### config.mk
export PLATFORM = sky130hd
export DESIGN_NAME = add_serial_arb
export DESIGN_NICKNAME = d
export VERILOG_FILES = /design/src/rtl/add_serial_arb.sv
export SDC_FILE = /design/constraint.sdc
export NUM_CORES = 1
export LEC_CHECK = 0
export ABC_AREA = 1
export BUFFER_PORTS_ARGS = -buffer_cell sky130_fd_sc_hd__buf_2
export CAP_MARGIN = 5
export CELL_PAD_IN_SITES_DETAIL_PLACEMENT = 1
export CELL_PAD_IN_SITES_GLOBAL_PLACEMENT = 2
export CORE_MARGIN = 3
export CORE_UTILIZATION = 24
export DETAILED_ROUTE_END_ITERATION = 7
export PLACE_DENSITY_LB_ADDON = 0.15
export SYNTH_ARGS = -nofsm -noshare
export SYNTH_HDL_FRONTEND = slang
export SYNTH_SLANG_ARGS = --single-unit
### constraint.sdc
create_clock -name clk -period 3.35 [get_ports clk]
set_input_delay 0 -clock clk [delete_from_list [all_inputs] [get_ports clk]]
set_output_delay 0 -clock clk [all_outputs]
set_load 0.01 [all_outputs]
### src/rtl/add_serial_arb.sv
// Round-robin arbiter and sequencer sharing one bit-serial adder between N requesters.
// Issues the adder start/return enable pulses and returns each sum to its owner.
module add_serial_arb #(
    parameter int N          = 4,
    parameter int W          = 8,
    parameter int ADD_CYCLES = 8
) (
    input  logic           clk,
    input  logic           rst,
    input  logic [N-1:0]   req,
    input  logic [N*W-1:0] req_a,
    input  logic [N*W-1:0] req_b,
    output logic [N-1:0]   gnt,
    output logic [N-1:0]   rsp_valid,
    output logic [W-1:0]   rsp_data,
    output logic           busy,
    output logic           add_en,
    output logic [W-1:0]   add_a,
    output logic [W-1:0]   add_b,
    input  logic [W-1:0]   add_out
);
    localparam int PW = (N > 1) ? $clog2(N) : 1;
    localparam int CW = (ADD_CYCLES > 1) ? $clog2(ADD_CYCLES) : 1;
    localparam logic [CW-1:0] CNT_LAST = CW'(ADD_CYCLES - 1);
    localparam logic [PW-1:0] IDX_LAST = PW'(N - 1);

    typedef enum logic [2:0] {
        ST_ARB, ST_START, ST_WAIT, ST_CAPTURE, ST_RESP
    } state_t;

    state_t        state_q;
    logic [PW-1:0] ptr_q;
    logic [PW-1:0] owner_q;
    logic [CW-1:0] cnt_q;
    logic [W-1:0]  op_a_q;
    logic [W-1:0]  op_b_q;

    logic          win_vld_d;
    logic [PW-1:0] win_d;
    logic [PW-1:0] cand_d;
    logic [PW-1:0] ptr_d;
    logic [W-1:0]  win_a_d;
    logic [W-1:0]  win_b_d;

    // Rotating-priority search upward from ptr_q, plus operand mux for the winner.
    always_comb begin
        win_vld_d = 1'b0;
        win_d     = '0;
        cand_d    = '0;
        win_a_d   = '0;
        win_b_d   = '0;
        for (int k = 0; k < N; k++) begin
            cand_d = PW'((int'(ptr_q) + k) % N);
            if (!win_vld_d && req[cand_d]) begin
                win_vld_d = 1'b1;
                win_d     = cand_d;
            end else begin
                win_vld_d = win_vld_d;
            end
        end
        for (int k = 0; k < N; k++) begin
            if (win_d == PW'(k)) begin
                win_a_d = req_a[k*W +: W];
                win_b_d = req_b[k*W +: W];
            end else begin
                win_a_d = win_a_d;
            end
        end
        ptr_d = (win_d == IDX_LAST) ? '0 : win_d + PW'(1);
    end

    // Sequencer FSM; every output is registered from the state being entered.
    always_ff @(posedge clk or negedge rst) begin
        if (!rst) begin
            state_q   <= ST_ARB;
            ptr_q     <= '0;
            owner_q   <= '0;
            cnt_q     <= '0;
            op_a_q    <= '0;
            op_b_q    <= '0;
            gnt       <= '0;
            rsp_valid <= '0;
            rsp_data  <= '0;
            busy      <= 1'b0;
            add_en    <= 1'b0;
            add_a     <= '0;
            add_b     <= '0;
        end else begin
            gnt       <= '0;
            rsp_valid <= '0;
            add_en    <= 1'b0;
            case (state_q)
                ST_ARB: begin
                    if (win_vld_d) begin
                        state_q <= ST_START;
                        owner_q <= win_d;
                        ptr_q   <= ptr_d;
                        op_a_q  <= win_a_d;
                        op_b_q  <= win_b_d;
                        add_a   <= win_a_d;
                        add_b   <= win_b_d;
                        gnt     <= N'(1) << win_d;
                        add_en  <= 1'b1;
                        busy    <= 1'b1;
                    end else begin
                        state_q <= ST_ARB;
                        busy    <= 1'b0;
                    end
                end
                ST_START: begin
                    state_q <= ST_WAIT;
                    cnt_q   <= '0;
                    busy    <= 1'b1;
                end
                ST_WAIT: begin
                    cnt_q <= cnt_q + CW'(1);
                    busy  <= 1'b1;
                    if (cnt_q == CNT_LAST) begin
                        state_q <= ST_CAPTURE;
                        add_en  <= 1'b1;
                    end else begin
                        state_q <= ST_WAIT;
                    end
                end
                ST_CAPTURE: begin
                    // Adder sits in DONE here; the enable above sends it back to IDLE.
                    state_q   <= ST_RESP;
                    rsp_data  <= add_out;
                    rsp_valid <= N'(1) << owner_q;
                    busy      <= 1'b1;
                end
                ST_RESP: begin
                    state_q <= ST_ARB;
                    busy    <= 1'b0;
                end
                default: begin
                    state_q <= ST_ARB;
                    busy    <= 1'b0;
                end
            endcase
        end
    end
endmodule

==> flow_metrics.py, run 1 <==
metrics = {
    "outcome": {
        "outcome": "finished, final reports clean",
    },
    "critical_path": {
        "critPathMaxFanout": 16,
        "end_kind": "flip-flop",
        "worst-setup-path-type": "reg -> reg",
        "required_ns": 3.59,
        "path_buf_inv": 3,
        "crit_top_cell": "nand2_1",
        "cp_data_arrival_time_ns": 3.08,
        "cpMaxStageDelayCell": "dfrtp_1",
        "crit_chain": "inv_1 > nand2_1 > nand2_1 > nand2_2 > nand2_2 > nor2_4 > nand3_2 > nand3_1 > inv_1 > ha_1 > nor2_2 > buf_4 > nand2_1 > nand2_1 > o21ai_0 > o21ai_0 > nand2_1 > nand2_1",
        "critical_path.top_delay_family": "simple AND/OR/NAND/NOR gates",
        "start_kind": "flip-flop",
        "critical_path.max_stage_delay_ns": 0.52,
    },
    "grt": {
        "first_global_vias": 2627,
        "grt_max_degree": 45,
        "grt_use_total": 0.134,
        "overflow": 0,
        "grt_pass1_wl_mm": 12.3,
        "antenna_found_initial": 0,
    },
    "sta": {
        "fin_crit_sh": 0.848,
        "max_freq_mhz": 352,
        "final_max_slew_viol_count": 0,
        "holdWs_ns": 0.0178,
        "max_slew.worst_pin.slew_ns": 0.995,
        "report.final.hold_viol_count": 0,
        "period_needed_ns": 2.84,
        "skew_ns": 0.00807,
        "maxSlewHeadroom": 0.337,
        "rsz0062_at_grt": "no",
        "setup-tns-final_ns": 0,
        "finalSetupViolations": 0,
    },
    "floorplanning": {
        "dieArea_mm2": 0.0113,
        "die_x_um": 106,
        "row_count": 36,
        "core_mm2": 0.00977,
        "initial_core_util": 0.247,
        "top_level_ports": 112,
        "die_h_um": 106,
    },
    "placement": {
        "gp_congestion": 0.828,
        "dp_hpwl_mm": 5.74,
        "port_buffers": 111,
    },
    "logic_synthesis": {
        "synth.distinct_cells": 23,
        "yosys_warnings": 0,
        "yosysSeqAreaShare": 0.455,
        "netlist_area_mm2": 0.00242,
        "synth_fp_nets": 419,
        "syn_avg_cell_area_um2": 7.22,
        "synthCells": 335,
        "ys_ff_latch": 44,
    },
    "cts": {
        "cts_root_buf": "clkbuf_8",
        "htreeDepth": 2,
        "tritoncts": "yes",
        "clock-sinks": 44,
        "numCtsBuffers": 5,
        "cts_setup_buffers": 0,
        "clk_pin_slew_ns": 0.09,
        "clk_path_buf_depth": 2,
        "post_cts_resized": 0,
        "hold_buffers": 10,
        "insertion_delay_ns": 0.29,
    },
    "final_layout": {
        "syn2layout_area_growth_pct": 36.7,
        "fin_nets": 536,
        "drive_above_1_share": 0.298,
        "diodes": 0,
        "fillers": 1271,
    },
    "run": {
        "cap_violations": 0,
    },
    "route": {
        "ant_nets": 0,
        "drt_iter0_drc": 81,
        "wl_met2_mm": 3.30,
        "routed.top_layer": "met4",
        "drt-met1-wl_mm": 3.47,
        "drt-total-wl_mm": 7.44,
        "first_pass_iters": 4,
        "wl_per_cell_um": 12.7,
        "wl_met3_um": 576,
        "vias": 2486,
        "drc": 0,
        "via_per_inst": 4.24,
    },
    "power_and_ir_drop": {
        "irDropWorstVdd_v": 0.000400,
        "powerDensity_mw_per_mm2": 1200,
        "p_leak_nw": 1.86,
    },
    "worst_hold_path": {
        "hp-class": "in -> reg",
    },
}
[through the flow]
| step | setup WS, ns | total power, mW | area [um2] | util | cells |
|---|---|---|---|---|---|
| 3_3_place_gp | 0.590 | 3.58 | 3080 | 0.316 | 568 |
| 6_report | 0.509 | 3.96 | 3310 | 0.338 | 586 |
| 2_1_floorplan | 0.918 | 2.84 | 2420 | - | 335 |
| 3_5_place_dp | 0.519 | 3.60 | 3080 | 0.316 | 568 |
| 4_1_cts | 0.471 | 4.07 | 3310 | 0.338 | 586 |
| 5_1_grt | 0.0361 | 4.49 | 3310 | 0.338 | 586 |
[worst register-to-register path: cells and delay by family, from the launching register on]
family | cells | cell delay (ns)
compound gates | 2 | 0.34
fa+ha+maj | 1 | 0.23
buf+inv | 3 | 0.50
flops | 1 | 0.52
simple gates | 12 | 1.19
[cell usage in the layout (no fill, tap or decap), drive strengths merged, types with 6 or more instances in the layout]
| cell | count |
|---|---|
| nand2 | 164 |
| buf | 115 |
| dfrtp | 44 |
| o21ai | 37 |
| ha | 6 |
| dlygate4sd3 | 10 |
| inv | 21 |
| clkbuf | 6 |
| nor2 | 9 |
| a21oi | 19 |
| nand3 | 12 |
[synth_stat cells]
| master | instances | share of area |
|---|---|---|
| dfrtp_1 | 44 | 0.46 |
| nand2_4 | 1 | 0.0047 |
| nor2_2 | 2 | 0.0052 |
| or2_2 | 1 | 0.0026 |
| nand2_2 | 4 | 0.010 |
| nor2_1 | 6 | 0.0093 |
| nand3_1 | 11 | 0.023 |
| nor2_4 | 1 | 0.0047 |
| buf_4 | 3 | 0.0093 |
| inv_2 | 2 | 0.0031 |
| o21ai_1 | 5 | 0.010 |
| nor3_1 | 4 | 0.0083 |
| a21oi_1 | 19 | 0.039 |
| buf_2 | 2 | 0.0041 |
| clkbuf_1 | 8 | 0.012 |
| buf_6 | 2 | 0.0093 |
| a32o_1 | 2 | 0.0083 |
| nand3_2 | 1 | 0.0041 |
| nand2_1 | 159 | 0.25 |
| ha_1 | 6 | 0.031 |
| nand4_1 | 1 | 0.0026 |
| inv_1 | 19 | 0.030 |
| o21ai_0 | 32 | 0.066 |
[sequential cells by signal, indices dropped and copies added, names as in the netlist]
register	cells
rsp_valid	4
add_en	1
add_b	8
busy	1
state_q	3
gnt	4
owner_q	2
cnt_q	3
add_a	8
ptr_q	2
rsp_data	8
[metal layers]
| layer | vias up | track usage |
|---|---|---|
| li1 | 1295 | - |
| met3 | 9 | 0.0370 |
| met4 | 0 | 0.0370 |
| met5 | - | 0 |
| met2 | 89 | 0.228 |
| met1 | 1093 | 0.166 |
[layout make-up]
type | count | area (um2) | area share
inverters | 21 | 78.8 | 0.0238
multi-input cells | 255 | 1150 | 0.349
clock inverters | 2 | 38.8 | 0.0117
clock buffers | 6 | 82.6 | 0.0250
flip-flops and latches | 44 | 1100 | 0.333
repair buffers | 125 | 686 | 0.207
well taps | 133 | 166 | 0.0503
[worst paths after layout]
kind / start / end / slack [ns] / depth (start not counted)
setup / recovery: ptr_q[0] / add_a[7] / 0.51 / 18
hold / removal: req_b[24] / add_b[0] / 0.02 / 5
setup reg to reg: ptr_q[0] / add_a[7] / 0.51 / 18
hold reg to reg: rsp_data[6] / rsp_data[6] / 0.47 / 2
max in group asynchronous: rst / owner_q[1] / 2.32 / 2
min in group asynchronous: rst / ptr_q[0] / 0.42 / 2
[report_power, final]
part / leakage (nW) / switching [mW] / total [mW] / internal (mW)
Clock: 0.0614 / 0.187 / 0.431 / 0.244
Sequential: 0.560 / 0.142 / 0.910 / 0.769
Combinational: 1.24 / 1.71 / 2.62 / 0.916
Total: 1.86 / 2.03 / 3.96 / 1.93
[kinds of logic after synthesis]
| group | Yosys count | share of synthesized area |
|---|---|---|
| AND/OR/NAND/NOR | 191 | 0.321 |
| buffers and inverters | 36 | 0.0678 |
| flip-flops | 44 | 0.455 |
| adder cells (fa/ha/maj) | 6 | 0.0311 |
| AO/OA/AOI/OAI | 58 | 0.124 |
No activity file was read; power rests on OpenSTA's default activity.
==> run 2: changes to the inputs <==
==> constraint.sdc (replaced) <==
create_clock -name clk -period 2.75 [get_ports clk]
set_input_delay 0 -clock clk [delete_from_list [all_inputs] [get_ports clk]]
set_output_delay 0 -clock clk [all_outputs]
set_load 0.01 [all_outputs]
==> run 2 against run 1 <==
  * Clock skew is 0.0044 ns higher
  * Register-to-register slack worse by 0.27 ns
  * Sequential share of layout area is 0.063 points lower
  * Clock-buffer cell count is 1 lower
  * Critical path type unchanged
  * Highest routed layer unchanged
==> flow_metrics.py, run 2 (synthesis results as in run 1) <==
metrics = {
    "outcome": {
        "outcome": "finished, final reports clean",
    },
    "placement": {
        "port_buffers": 111,
        "dp_hpwl_mm": 5.89,
        "dp_cells": 571,
        "preCtsSetupSlack_ns": -0.0256,
        "gp_congestion": 0.747,
    },
    "critical_path": {
        "end_kind": "flip-flop",
        "worst-setup-path-type": "reg -> reg",
        "required_ns": 2.99,
        "critPathMaxFanout": 16,
        "cp_data_arrival_time_ns": 2.75,
        "start_kind": "flip-flop",
    },
    "final_layout": {
        "final_cell_mix": "159 x nand2_1, 111 x buf_2, 43 x dfrtp_1, 25 x o21ai_0, 19 x a21oi_1",
        "mostFrequentLayoutCell": "nand2_1",
        "fin_cells": 590,
        "fin_nets": 540,
        "diodes": 0,
        "fin_util": 0.339,
        "drive_above_1_share": 0.313,
        "syn2layout_area_growth_pct": 37.2,
        "top_regs": "add_a (8), add_b (8), rsp_data (8)",
    },
    "sta": {
        "period_needed_ns": 2.52,
        "max_freq_mhz": 398,
        "fin_ws_ns": 0.235,
        "setup-tns-final_ns": 0,
        "report.final.hold_viol_count": 0,
        "max_slew.worst_pin.slew_ns": 0.984,
        "maxSlewHeadroom": 0.344,
        "finalSetupViolations": 0,
        "final_max_slew_viol_count": 0,
        "skew_ns": 0.0124,
        "fin_crit_sh": 0.915,
    },
    "route": {
        "drt-total-wl_mm": 7.58,
        "first_pass_iters": 4,
        "drt_iter0_drc": 58,
        "ant_nets": 0,
        "wl_per_cell_um": 12.8,
        "via_per_inst": 4.22,
        "drc": 0,
        "vias": 2487,
    },
    "floorplanning": {
        "dieArea_mm2": 0.0113,
        "initial_core_util": 0.247,
        "core_mm2": 0.00977,
        "row_count": 36,
        "die_x_um": 106,
        "die_h_um": 106,
        "top_level_ports": 112,
    },
    "worst_hold_path": {
        "hp-class": "in -> reg",
    },
    "power_and_ir_drop": {
        "irDropWorstVdd_v": 0.000558,
        "p_leak_nw": 1.87,
        "finalPower_mw": 4.89,
        "powerDensity_mw_per_mm2": 1470,
    },
    "cts": {
        "clk_pin_slew_ns": 0.09,
        "numCtsBuffers": 5,
        "tritoncts": "yes",
        "clk_path_buf_depth": 2,
        "insertion_delay_ns": 0.29,
        "htreeDepth": 2,
        "clock-sinks": 44,
        "cts_root_buf": "clkbuf_8",
    },
    "grt": {
        "grt_use_total": 0.136,
        "grt_pass1_wl_mm": 12.6,
        "antenna_found_initial": 0,
        "first_global_vias": 2685,
        "overflow": 0,
        "grt_max_degree": 45,
    },
    "run": {
        "cap_violations": 0,
    },
}
## run 2: cell count changes in the layout (fill, tap and decap cells not counted), sizes merged
cell,change
buf,+4
clkinv,+2
bufinv,-1
dlygate4sd3,-1
## run 2: metal layers
layer | part of all wire | GRT usage | vias up
li1 | - | - | 1295
met1 | 0.47 | 0.177 | 1101
met2 | 0.45 | 0.225 | 86
met3 | 0.074 | 0.0376 | 5
met4 | 0.0079 | 0.0333 | 0
met5 | 0 | 0 | -
## run 2: metrics by stage
stage / hold WS [ns] / cell area (um2)
after floorplan: -0.296 / 2420
after global placement: 0.208 / 3120
after detailed placement: 0.212 / 3120
after CTS: 0.0147 / 3300
after global routing: 0.0504 / 3320
final: 0.0203 / 3320
## run 2: critical path, stage by stage (launching register included)
cell,delay (ns)
dfrtp_2,0.46
clkbuf_2,0.16
nand2_1,0.06
nand2_1,0.08
nand2_1,0.11
nand2_2,0.07
nor2_4,0.12
nand3_2,0.12
nand3_2,0.13
inv_1,0.07
ha_1,0.24
nor2_2,0.15
buf_12,0.16
nand2_1,0.05
nand2_1,0.04
o21ai_0,0.07
o21ai_1,0.22
nand2_1,0.08
nand2_1,0.07
## run 2: timing repair
item                                    in CTS  in global routing
endpoints found under the setup margin       7                 16
cloned                                       0                  0
endpoints found under the hold margin       52                  0
hold buffers                                 9                  0
pin swaps                                    0                  2
buffers inserted                             0                  2
gates resized for setup                      2                  8
## run 2: report_power, final
group          internal, mW  total [mW]  switching, mW
sequential            0.939        1.11          0.172
combinational          1.25        3.38           2.13
clock                 0.177       0.401          0.224
total                  2.36        4.89           2.52
## run 2: path summary, 6_finish.rpt
kind / slack [ns] / endpoint / start / depth (start not counted)
min reg2reg: 0.48 / rsp_data[6] / rsp_data[6] / 2
max reg2reg: 0.23 / add_a[2] / ptr_q[0] / 18
max: 0.23 / add_a[2] / ptr_q[0] / 18
min in group asynchronous: 0.41 / rsp_data[5] / rst / 2
min: 0.02 / add_b[5] / req_b[29] / 5
max in group asynchronous: 1.67 / ptr_q[0] / rst / 2
## run 2: final cells by class
class,count,area [um2]
fillers,1299,6460
multi-input cells,255,1160
flip-flops and latches,44,1100
repair buffers,129,723
well taps,133,166
inverters,21,78.8
clock buffers,5,68.8
clock inverters,3,18.8
==> run 3: changes to the inputs <==
--- a/config.mk
+++ b/config.mk
@@ -5,15 +5,15 @@
 export SDC_FILE = /design/constraint.sdc
 export NUM_CORES = 1
 export LEC_CHECK = 0
-export ABC_AREA = 1
 export BUFFER_PORTS_ARGS = -buffer_cell sky130_fd_sc_hd__buf_2
 export CAP_MARGIN = 5
 export CELL_PAD_IN_SITES_DETAIL_PLACEMENT = 1
 export CELL_PAD_IN_SITES_GLOBAL_PLACEMENT = 2
 export CORE_MARGIN = 3
-export CORE_UTILIZATION = 24
+export CORE_UTILIZATION = 27
 export DETAILED_ROUTE_END_ITERATION = 7
 export PLACE_DENSITY_LB_ADDON = 0.15
 export SYNTH_ARGS = -nofsm -noshare
 export SYNTH_HDL_FRONTEND = slang
 export SYNTH_SLANG_ARGS = --single-unit
+export TNS_END_PERCENT = 10
==> run 3 against run 2 <==
  * Die area decreased by 10%
  * Non-clock buffer count rose by 13
  * Flip-flop and latch count stayed put
  * Sequential share of layout area is 0.94 points lower
  * Maximum frequency is 7.3% higher
  * Cell area is 2.8% higher
  * Combinational power down 47%
  * Clock skew shrank 0.0080 ns
==> flow_metrics.py, run 3 <==
metrics = {
    "critical_path": {
        "start_kind": "flip-flop",
        "reg2reg_from": "ptr_q[1]",
        "r2r_cells": 8,
        "required_ns": 2.97,
        "r2r_end": "add_b[2]",
        "end_kind": "flip-flop",
        "cp_data_arrival_time_ns": 2.57,
        "reg2reg_slack_ns": 0.40,
        "startpoint": "ptr_q[1]",
        "worst-setup-path-type": "reg -> reg",
        "critPathMaxFanout": 33,
    },
    "logic_synthesis": {
        "synthCells": 244,
        "async_flop_share": 1.00,
        "synth_fp_nets": 328,
        "synthTopCellsByArea": "dfrtp_1 45%, a21oi_1 7.0%, a221o_1 6.6%",
        "synth-main-ff-cell": "dfrtp_1",
        "yosysSeqAreaShare": 0.453,
        "synth_edf_count": 0,
        "yosysTopAreaCellShare": 0.453,
        "syn_avg_cell_area_um2": 9.96,
        "synth_common_cells": "44 x dfrtp_1, 34 x a21oi_1, 18 x inv_1, 18 x nand2_1",
        "yosys_warnings": 0,
        "yosys.area.top_type": "dfrtp_1",
        "post-synth-top-count-cell": "dfrtp_1",
        "netlist_area_mm2": 0.00243,
        "ys_ff_latch": 44,
        "synth.distinct_cells": 36,
    },
    "floorplanning": {
        "row_count": 33,
        "dieArea_mm2": 0.0102,
        "top_level_ports": 112,
        "core_mm2": 0.00846,
        "initial_core_util": 0.287,
        "die_h_um": 101,
        "die_x_um": 101,
    },
    "route": {
        "via_per_inst": 4.83,
        "vias": 2303,
        "drt-total-wl_mm": 7.45,
        "wl_per_cell_um": 15.6,
        "drc": 0,
        "drt_iter0_drc": 62,
        "first_pass_iters": 4,
        "ant_nets": 0,
    },
    "sta": {
        "maxSlewHeadroom": 0.327,
        "report.final.hold_viol_count": 0,
        "period_needed_ns": 2.35,
        "max_freq_mhz": 426,
        "holdWs_ns": 0.0820,
        "skew_ns": 0.00442,
        "setup-tns-final_ns": 0,
        "finalSetupViolations": 0,
        "rsz0062_at_grt": "no",
        "final_max_slew_viol_count": 0,
        "max_slew.worst_pin.slew_ns": 1.01,
        "fin_crit_sh": 0.853,
    },
    "grt": {
        "grt_pass1_wl_mm": 12.2,
        "grt_use_total": 0.152,
        "antenna_found_initial": 0,
        "first_global_vias": 2456,
        "overflow": 0,
        "grt_max_degree": 45,
    },
    "power_and_ir_drop": {
        "irDropWorstVdd_v": 0.000271,
        "p_clk_frac": 0.147,
        "powerDensity_mw_per_mm2": 1010,
        "p_leak_nw": 1.65,
        "switching_share": 0.402,
        "p_comb_frac": 0.517,
        "power.net_switching_mw": 1.38,
        "internal_power_mw": 2.06,
        "power_frac_seq": 0.335,
    },
    "cts": {
        "numCtsBuffers": 5,
        "tritoncts": "yes",
        "clk_pin_slew_ns": 0.09,
        "cts_setup_buffers": 0,
        "clock-sinks": 44,
        "cts_root_buf": "clkbuf_8",
        "insertion_delay_ns": 0.29,
        "clk_path_buf_depth": 2,
        "htreeDepth": 2,
    },
    "final_layout": {
        "multi_input_area_mm2": 0.00114,
        "mostFrequentLayoutCell": "buf_2",
        "drive_above_1_share": 0.390,
        "final_cell_mix": "111 x buf_2, 44 x dfrtp_1, 34 x a21oi_1, 25 x dlygate4sd3_1",
        "top_regs": "add_a (8), add_b (8), rsp_data (8)",
        "seq_area_mm2": 0.00110,
        "diodes": 0,
        "fillers": 1000,
        "syn2layout_area_growth_pct": 40.3,
        "fin_nets": 455,
    },
    "placement": {
        "gp_congestion": 0.738,
        "port_buffers": 111,
        "dp_hpwl_mm": 5.32,
    },
    "worst_hold_path": {
        "worstHoldPathCells": 4,
        "hp-start": "req_b[19]",
        "min_to": "add_b[3]",
        "hp-class": "in -> reg",
    },
    "outcome": {
        "outcome": "finished, final reports clean",
    },
    "run": {
        "cap_violations": 0,
    },
}
-- run 3: cell count changes after synthesis, sizes merged, moves of 5 or more --
cell	delta
a221o	+16
mux2	+10
nand2	-146
a22o	+5
buf	+7
a31oi	+16
and3	+5
nand3	-12
nand3b	+16
o21ai	-35
a21oi	+15
-- run 3: kinds of logic after synthesis --
family                   count (synthesis)  synth area share
AO/OA/AOI/OAI                           79             0.220
AND/OR/NAND/NOR                         61             0.154
flip-flops                              44             0.453
buffers and inverters                   41            0.0819
multiplexers                            12            0.0561
adder cells (fa/ha/maj)                  6            0.0309
XOR/XNOR                                 1           0.00361
-- run 3: metrics by stage --
| stage | setup slack (ns) | utilization | power [mW] | instances | cell area, um2 |
|---|---|---|---|---|---|
| floorplan | 0.694 | - | 2.40 | 244 | 2430 |
| global placement | 0.425 | 0.359 | 2.93 | 444 | 3040 |
| detailed placement | 0.324 | 0.359 | 2.96 | 444 | 3040 |
| CTS | 0.287 | 0.402 | 3.50 | 477 | 3410 |
| global route | 0.124 | 0.403 | 3.77 | 477 | 3410 |
| finish | 0.405 | 0.403 | 3.44 | 477 | 3410 |
-- run 3: worst max-delay path: stages, from the launching register on --
cell and delay, ns:
dfrtp_1 0.44, nand2_1 0.08, a311oi_1 0.46, or2_2 0.22
ha_1 0.13, buf_4 0.28, a21oi_1 0.13, a221o_1 0.35
a31oi_1 0.16
-- run 3: worst max path at each step --
stage                    end  slack (ns)
detailed placement  add_a[3]        0.32
global placement    add_b[2]        0.43
floorplan           add_a[1]        0.69
finish              add_b[2]        0.40
CTS                 add_a[3]        0.29
global route        add_a[3]        0.12
-- run 3: cell type report --
class / instances / share of cell area
sequential: 44 / 0.323
multi-input combinational: 159 / 0.334
clock inverter: 3 / 0.0140
timing repair buffer: 142 / 0.250
inverter: 19 / 0.0209
clock buffer: 5 / 0.0202
tap: 105 / 0.0385
-- run 3: power groups by stage --
stage / clock network (mW) / registers, mW / logic (mW)
2_1_floorplan: 0 / 1.20 / 1.20
3_3_place_gp: 0 / 1.16 / 1.76
3_5_place_dp: 0 / 1.17 / 1.79
4_1_cts: 0.524 / 1.16 / 1.82
5_1_grt: 0.563 / 1.20 / 2.01
6_report: 0.507 / 1.15 / 1.78
-- run 3: routing by layer --
metal | up-vias | share of wire | track usage
met5 | - | 0 | 0
met4 | 0 | 0.016 | 0.0518
met3 | 8 | 0.074 | 0.0429
met2 | 76 | 0.48 | 0.249
met1 | 1076 | 0.43 | 0.191
li1 | 1143 | - | -
-- run 3: timing repair --
item / 4_1_cts / 5_1_grt
resized for setup: 0 / 1
hold buffers: 25 / 0
hold endpoints to repair: 68 / 0
setup endpoints to repair: 0 / 1
